==> config.mk <==
export PLATFORM = sky130hd
export DESIGN_NAME = dmem_arbiter
export DESIGN_NICKNAME = d
export VERILOG_FILES = /design/src/rtl/dmem_arb_pkg.sv /design/src/rtl/rr_arb2.sv /design/src/rtl/dmem_arbiter.sv
export SDC_FILE = /design/constraint.sdc
export NUM_CORES = 1
export LEC_CHECK = 0
export BUFFER_PORTS_ARGS = -buffer_cell sky130_fd_sc_hd__buf_2
export CORE_MARGIN = 2
export CORE_UTILIZATION = 46
export DETAILED_ROUTE_END_ITERATION = 8
export GPL_ROUTABILITY_DRIVEN = 0
export PLACE_DENSITY = 0.81
export SLEW_MARGIN = 15
export SYNTH_ARGS = -nofsm -noshare
export SYNTH_HDL_FRONTEND = slang
export SYNTH_HIERARCHICAL = 1
export SYNTH_SLANG_ARGS = --single-unit
==> constraint.sdc <==
create_clock -name clk -period 6.8 [get_ports clk]
set_input_delay 2.04 -clock clk [delete_from_list [all_inputs] [get_ports clk]]
set_output_delay 2.04 -clock clk [all_outputs]
set_load 0.01 [all_outputs]
==> src/rtl/dmem_arb_pkg.sv <==
// Shared types and memop encodings for the dmem arbiter.
package dmem_arb_pkg;

  typedef enum logic [1:0] {
    IDLE,
    ACCESS,
    RESP
  } state_t;

  localparam logic [2:0] MEMOP_LB  = 3'b000;
  localparam logic [2:0] MEMOP_LH  = 3'b001;
  localparam logic [2:0] MEMOP_LW  = 3'b010;
  localparam logic [2:0] MEMOP_LBU = 3'b100;
  localparam logic [2:0] MEMOP_LHU = 3'b101;

endpackage

==> src/rtl/rr_arb2.sv <==
// Two-request round-robin picker: on a tie the port that did not win last time is chosen.
module rr_arb2 (
  input  logic [1:0] req,
  input  logic       last,
  output logic       valid,
  output logic       sel
);

  always_comb begin
    valid = |req;
    sel   = (req == 2'b11) ? ~last : req[1];
  end

endmodule

==> src/rtl/dmem_arbiter.sv <==
// Two-port arbiter and access sequencer for the single-ported, clocked-read data memory.
module dmem_arbiter
  import dmem_arb_pkg::*;
#(
  parameter int ADDR_W = 32,
  parameter int DATA_W = 32
) (
  input  logic              clk,
  input  logic              rst,
  input  logic              m0_req,
  input  logic [ADDR_W-1:0] m0_addr,
  input  logic [DATA_W-1:0] m0_wdata,
  input  logic [2:0]        m0_memop,
  input  logic              m0_we,
  output logic              m0_gnt,
  output logic              m0_rvalid,
  output logic [DATA_W-1:0] m0_rdata,
  input  logic              m1_req,
  input  logic [ADDR_W-1:0] m1_addr,
  input  logic [DATA_W-1:0] m1_wdata,
  input  logic [2:0]        m1_memop,
  input  logic              m1_we,
  output logic              m1_gnt,
  output logic              m1_rvalid,
  output logic [DATA_W-1:0] m1_rdata,
  output logic [ADDR_W-1:0] mem_addr,
  output logic [DATA_W-1:0] mem_datain,
  output logic [2:0]        mem_memop,
  output logic              mem_we,
  input  logic [DATA_W-1:0] mem_dataout
);

  state_t            state, state_nx;
  logic [ADDR_W-1:0] cmd_addr;
  logic [DATA_W-1:0] cmd_wdata;
  logic [2:0]        cmd_memop;
  logic              cmd_we;
  logic              owner;
  logic              last;
  logic              arb_valid;
  logic              arb_sel;

  rr_arb2 u_arb (
    .req   ({m1_req, m0_req}),
    .last  (last),
    .valid (arb_valid),
    .sel   (arb_sel)
  );

  // Command registers only load at acceptance, so driving the memory straight
  // from them gives "hold last value" outside ACCESS/RESP for free.
  assign mem_addr   = cmd_addr;
  assign mem_datain = cmd_wdata;
  assign mem_memop  = cmd_memop;

  always_comb begin
    state_nx = state;
    m0_gnt   = 1'b0;
    m1_gnt   = 1'b0;
    mem_we   = 1'b0;
    unique case (state)
      IDLE: begin
        if (arb_valid) state_nx = ACCESS;
      end
      ACCESS: begin
        m0_gnt   = ~owner;
        m1_gnt   = owner;
        mem_we   = cmd_we;
        state_nx = cmd_we ? IDLE : RESP;
      end
      RESP: begin
        state_nx = IDLE;
      end
      default: begin
        state_nx = IDLE;
      end
    endcase
  end

  always_ff @(posedge clk or posedge rst) begin
    if (rst) state <= IDLE;
    else     state <= state_nx;
  end

  always_ff @(posedge clk or posedge rst) begin
    if (rst) begin
      cmd_addr  <= '0;
      cmd_wdata <= '0;
      cmd_memop <= '0;
      cmd_we    <= 1'b0;
      owner     <= 1'b0;
      last      <= 1'b1;
    end else if (state == IDLE && arb_valid) begin
      owner <= arb_sel;
      last  <= arb_sel;
      if (arb_sel) begin
        cmd_addr  <= m1_addr;
        cmd_wdata <= m1_wdata;
        cmd_memop <= m1_memop;
        cmd_we    <= m1_we;
      end else begin
        cmd_addr  <= m0_addr;
        cmd_wdata <= m0_wdata;
        cmd_memop <= m0_memop;
        cmd_we    <= m0_we;
      end
    end
  end

  // The memory's read register is valid during RESP; capture it for the owner.
  always_ff @(posedge clk or posedge rst) begin
    if (rst) begin
      m0_rvalid <= 1'b0;
      m1_rvalid <= 1'b0;
      m0_rdata  <= '0;
      m1_rdata  <= '0;
    end else begin
      m0_rvalid <= (state == RESP) && !owner;
      m1_rvalid <= (state == RESP) && owner;
      if (state == RESP) begin
        if (owner) m1_rdata <= mem_dataout;
        else       m0_rdata <= mem_dataout;
      end
    end
  end

endmodule
---- Word level (Yosys, flattened, before mapping) ----
Cells that the tools add are included.
storage, ports and cells
  register bits ........................... 138
  input bits .............................. 172
  word-level logic and storage cells ...... 36
operators by class
  equality and inequality tests ........... 4
  multiplexer cells ....................... 11
  bitwise logic cells ..................... 2
  reduce and logical (&&, ||, !) cells .... 8
operators with widths
  kind                  number
  $mux W32              2
  $mux W1               5
  $eq A2 B2 Y1 const B  2
  $mux W2               2
  $pmux W2 S2           1
  $reduce_and A2 Y1     2
  $logic_and A1 B1 Y1   3
  $mux W3               1
  $eq A2 B1 Y1 const B  1
  $logic_not A2 Y1      1
  $ne A2 B2 Y1 const B  1
  $not A1 Y1            2
  $reduce_or A2 Y1      1
  $logic_not A1 Y1      1

---- Logic depth before layout (Yosys ltp) ----
  word-level depth ........................ 3
  gate-level depth with buffers ........... 5
  gate-level depth less buffers ........... 3

---- By module ----
The synthesis kept the hierarchy.
by module, submodules not included
  module        instances  cells an instance  area an instance (um^2)
  dmem_arbiter  1          374                6037.0
  rr_arb2       1          2                  13.8

---- Worst setup path after synthesis ----
Ideal clock, no wire load.
  path type ............................... input -> register
  start ................................... input port m1_req
  end ..................................... register cmd_addr[30], in the netlist mem_addr[30]
  setup time .............................. 0.125 ns
  arrival ................................. 3.061 ns
  data required time ...................... 6.675 ns
  path slack .............................. 3.614 ns
  stages on the path ...................... 5
  path buffers ............................ 2
  cells stage by stage .................... a21boi_1 > buf_6 > buf_6 > mux2_2 > mux2_2
on the way
  cells in the longest elaborated chain, start to end .. 3
  elaborated cells on any way between the ends .. 5
  classes of those cells .................. eq/ne (1); mux (2); reduce/logical (2)
RTL lines
  element               line                 RTL
  start, declared       dmem_arbiter.sv:18   input logic m1_req,
  $eq A2 B2 Y1          rr_arb2.sv:11        sel = (req == 2'b11) ? ~last : req[1];
  $mux W1               rr_arb2.sv:11
  $mux W32              dmem_arbiter.sv:96   if (arb_sel) begin
  end signal, assigned  dmem_arbiter.sv:97   cmd_addr <= m1_addr;
  end signal, assigned  dmem_arbiter.sv:102  cmd_addr <= m0_addr;
  end, declared         dmem_arbiter.sv:34   logic [ADDR_W-1:0] cmd_addr;
Several ways; a longest one is shown, not always the timed one.
A chain may end at the register's enable or synchronous reset.

---- Final worst setup path ----
  start ................................... input port m0_req
  end ..................................... register cmd_wdata[22], in the netlist mem_datain[22]
on the way
  elaborated cells on any way between the ends .. 5
  classes of those cells .................. eq/ne (1); mux (2); reduce/logical (2)
RTL lines
  element               line                 RTL
  start, declared       dmem_arbiter.sv:10   input logic m0_req,
  $reduce_or A2 Y1      rr_arb2.sv:10        valid = |req;
  via arb_valid         dmem_arbiter.sv:40   logic arb_valid;
  $logic_and A1 B1 Y1   dmem_arbiter.sv:93   end else if (state == IDLE && arb_valid) begin
  end signal, assigned  dmem_arbiter.sv:98   cmd_wdata <= m1_wdata;
  end signal, assigned  dmem_arbiter.sv:103  cmd_wdata <= m0_wdata;
  end, declared         dmem_arbiter.sv:35   logic [DATA_W-1:0] cmd_wdata;
The timed path passes the listed nets, and every way through them passes these cells.

==> impl_metrics.env <==
export IMPL_relSlewSlack=0.3724
export IMPL_cp_arrival_ps=4080
export IMPL_clockBufferDepth=2
export IMPL_dieArea_um2=14090
export IMPL_max_freq_ghz=0.2634
export IMPL_regArea_um2=3455
export IMPL_period_minus_slack_ps=3797
export IMPL_start_util=0.4756
export IMPL_startpoint_type="input pin"
export IMPL_cts_tree="done"
export IMPL_drc=0
export IMPL_endpoint_kind="flop"
export IMPL_grt_setup_unrepaired="false"
export IMPL_dr_first_iter_drc_count=213
export IMPL_finalMaxSlewViolations=0
export IMPL_dp_cells=837
export IMPL_wirelength_mm=14.94
export IMPL_n_antenna_cell=0
export IMPL_track_usage=0.2182
export IMPL_cts_resized=0
export IMPL_finalHoldViolations=0
export IMPL_synthCells=376
export IMPL_syn_num_nets=548
export IMPL_maxCapViolations=0
export IMPL_crit_fanout=62
export IMPL_fillCellCount=991
export IMPL_syn_area_um2=6051
export IMPL_yosysUniqueCellTypes=15
export IMPL_outcome="finished, final reports clean"
export IMPL_num_vias=4308
export IMPL_grt_pass1_wl_mm=23.95
export IMPL_post_drt_wl_per_cell_um=17.19
export IMPL_fp_dieW_um=118.7
export IMPL_final_nets=856
export IMPL_insertion_delay_ps=410
export IMPL_io_pin_count=308
export IMPL_drive_above_1_share=0.7819
export IMPL_post_cts_buffers=0
export IMPL_final_antenna_net_count=0
export IMPL_ys_warn_count=6
export IMPL_ctsHtreeMaxLevel=4
export IMPL_worst_pin_slew_ps=941.4
export IMPL_fin_util=0.6478
export IMPL_numCtsBuffers=17
export IMPL_timing_final_crit_share=0.5584
export IMPL_critPathKind="input pin to flop"
export IMPL_synth_yosys_seq_area_share=0.5709
export IMPL_syn_area_per_cell_um2=16.09
export IMPL_dieHeight_um=118.7
export IMPL_gr_total_overflow=0
export IMPL_path_clk_slew_ps=60
export IMPL_coreArea_um2=12720
export IMPL_vias_per_cell=4.957
export IMPL_grt_start_max_net_pins=79
export IMPL_multi_input_area_um2=2361
export IMPL_layout_commonest_cell="buf_2"
export IMPL_finalSetupViolations=0
export IMPL_placementRows=41
export IMPL_drt_pass1_iterations=4
export IMPL_finalClockSkew_ps=14.36
export IMPL_critPathRequiredTime_ps=7090
export IMPL_hold_path_class="flop to flop"
export IMPL_synth_seq_cells=138
export IMPL_final_cell_mix="buf_2, mux2_2, dfrtp_1"
export IMPL_fin_cells=869
export IMPL_leakagePower_uw=0.004027
export IMPL_p_per_area_nw_per_um2=483.6
export IMPL_setup_tns_ps=0
export IMPL_antenna_found_initial=0
export IMPL_area_growth_pct=36.21
export IMPL_port_buffers=307
export IMPL_vdd_drop_max_mv=0.4112
export IMPL_hpwlAfterDp_mm=11.27
export IMPL_cts_hold_buffers_added=0
export IMPL_cts_root_buffer="clkbuf_16"
export IMPL_grt_pass1_vias=4721
export IMPL_power_uw=3986
export IMPL_clock_sinks=138
## stage by stage
step / instance area (um2) / setup WS (ps) / hold WS, ps
after global placement: 7615 / 2702 / 416.4
after CTS: 8242 / 3036 / 459.2
after floorplan: 6051 / 1065 / 403.2
after detailed placement: 7615 / 2595 / 433.6
after global routing: 8242 / 2905 / 472.5
final: 8242 / 3003 / 463.1
## sequential cells by signal (all words and copies together) (netlist names), 2 cells and up
register / flops
m0_rdata: 32
mem_addr: 32
mem_datain: 32
state: 2
mem_memop: 3
m1_rdata: 32
## area by class of cell
cell class,instances,area share
flip-flops and latches,138,0.4192
multi-input cells,212,0.2865
repair buffers,311,0.1901
clock buffers,26,0.06300
well taps,172,0.02611
clock inverters,6,0.01306
inverters,4,0.002125
## worst max-delay path, cell delays in order
cell	delay, ps
buf_2	110
or2_1	100
nor3b_2	630
buf_4	730
mux2_2	420
## synthesized netlist by cell type (all sizes together)
cell | instances | area share
nand3b | 1 | 0.0019
mux2 | 200 | 0.37
nand2b | 1 | 0.0010
or2 | 1 | 0.0010
buf | 22 | 0.039
nor3b | 2 | 0.0043
mux2i | 2 | 0.0033
dfstp | 1 | 0.0043
nor2 | 4 | 0.0025
a21boi | 1 | 0.0012
dfrtp | 137 | 0.57
inv | 4 | 0.0025
## layer usage
| layer | track usage | share of wire |
|---|---|---|
| met5 | 0 | 0 |
| met4 | 0.09970 | 0.030 |
| met3 | 0.06467 | 0.066 |
| met2 | 0.3904 | 0.53 |
| met1 | 0.2364 | 0.37 |
## final timing paths
| kind | start | to | slack, ps | cells after the start |
|---|---|---|---|---|
| max | m0_req | mem_datain[22] | 3000 | 5 |
| min | cmd_we | state[1] | 460 | 1 |
| max reg2reg | state[1] | mem_datain[22] | 4390 | 3 |
| min reg2reg | cmd_we | state[1] | 460 | 1 |
| max in group asynchronous | rst | m1_rdata[13] | 3600 | 3 |
| min in group asynchronous | rst | mem_datain[25] | 1760 | 2 |
## logic make-up (layout without fill, tap and decap cells)
kind of cell	Yosys count	count (layout)	synth area share
flops	138	138	0.5709
simple gates	9	9	0.01075
compound gates	1	1	0.001241
buf+inv	26	347	0.04156
mux	202	202	0.3755
## power by group
part | leakage [uW] | switching, uW | internal (uW)
Combinational | 0.00209 | 724 | 827
Sequential | 0.00163 | 226 | 1250
Clock | 0.000307 | 326 | 635
Note: power is estimated with default switching activity, not from simulation.
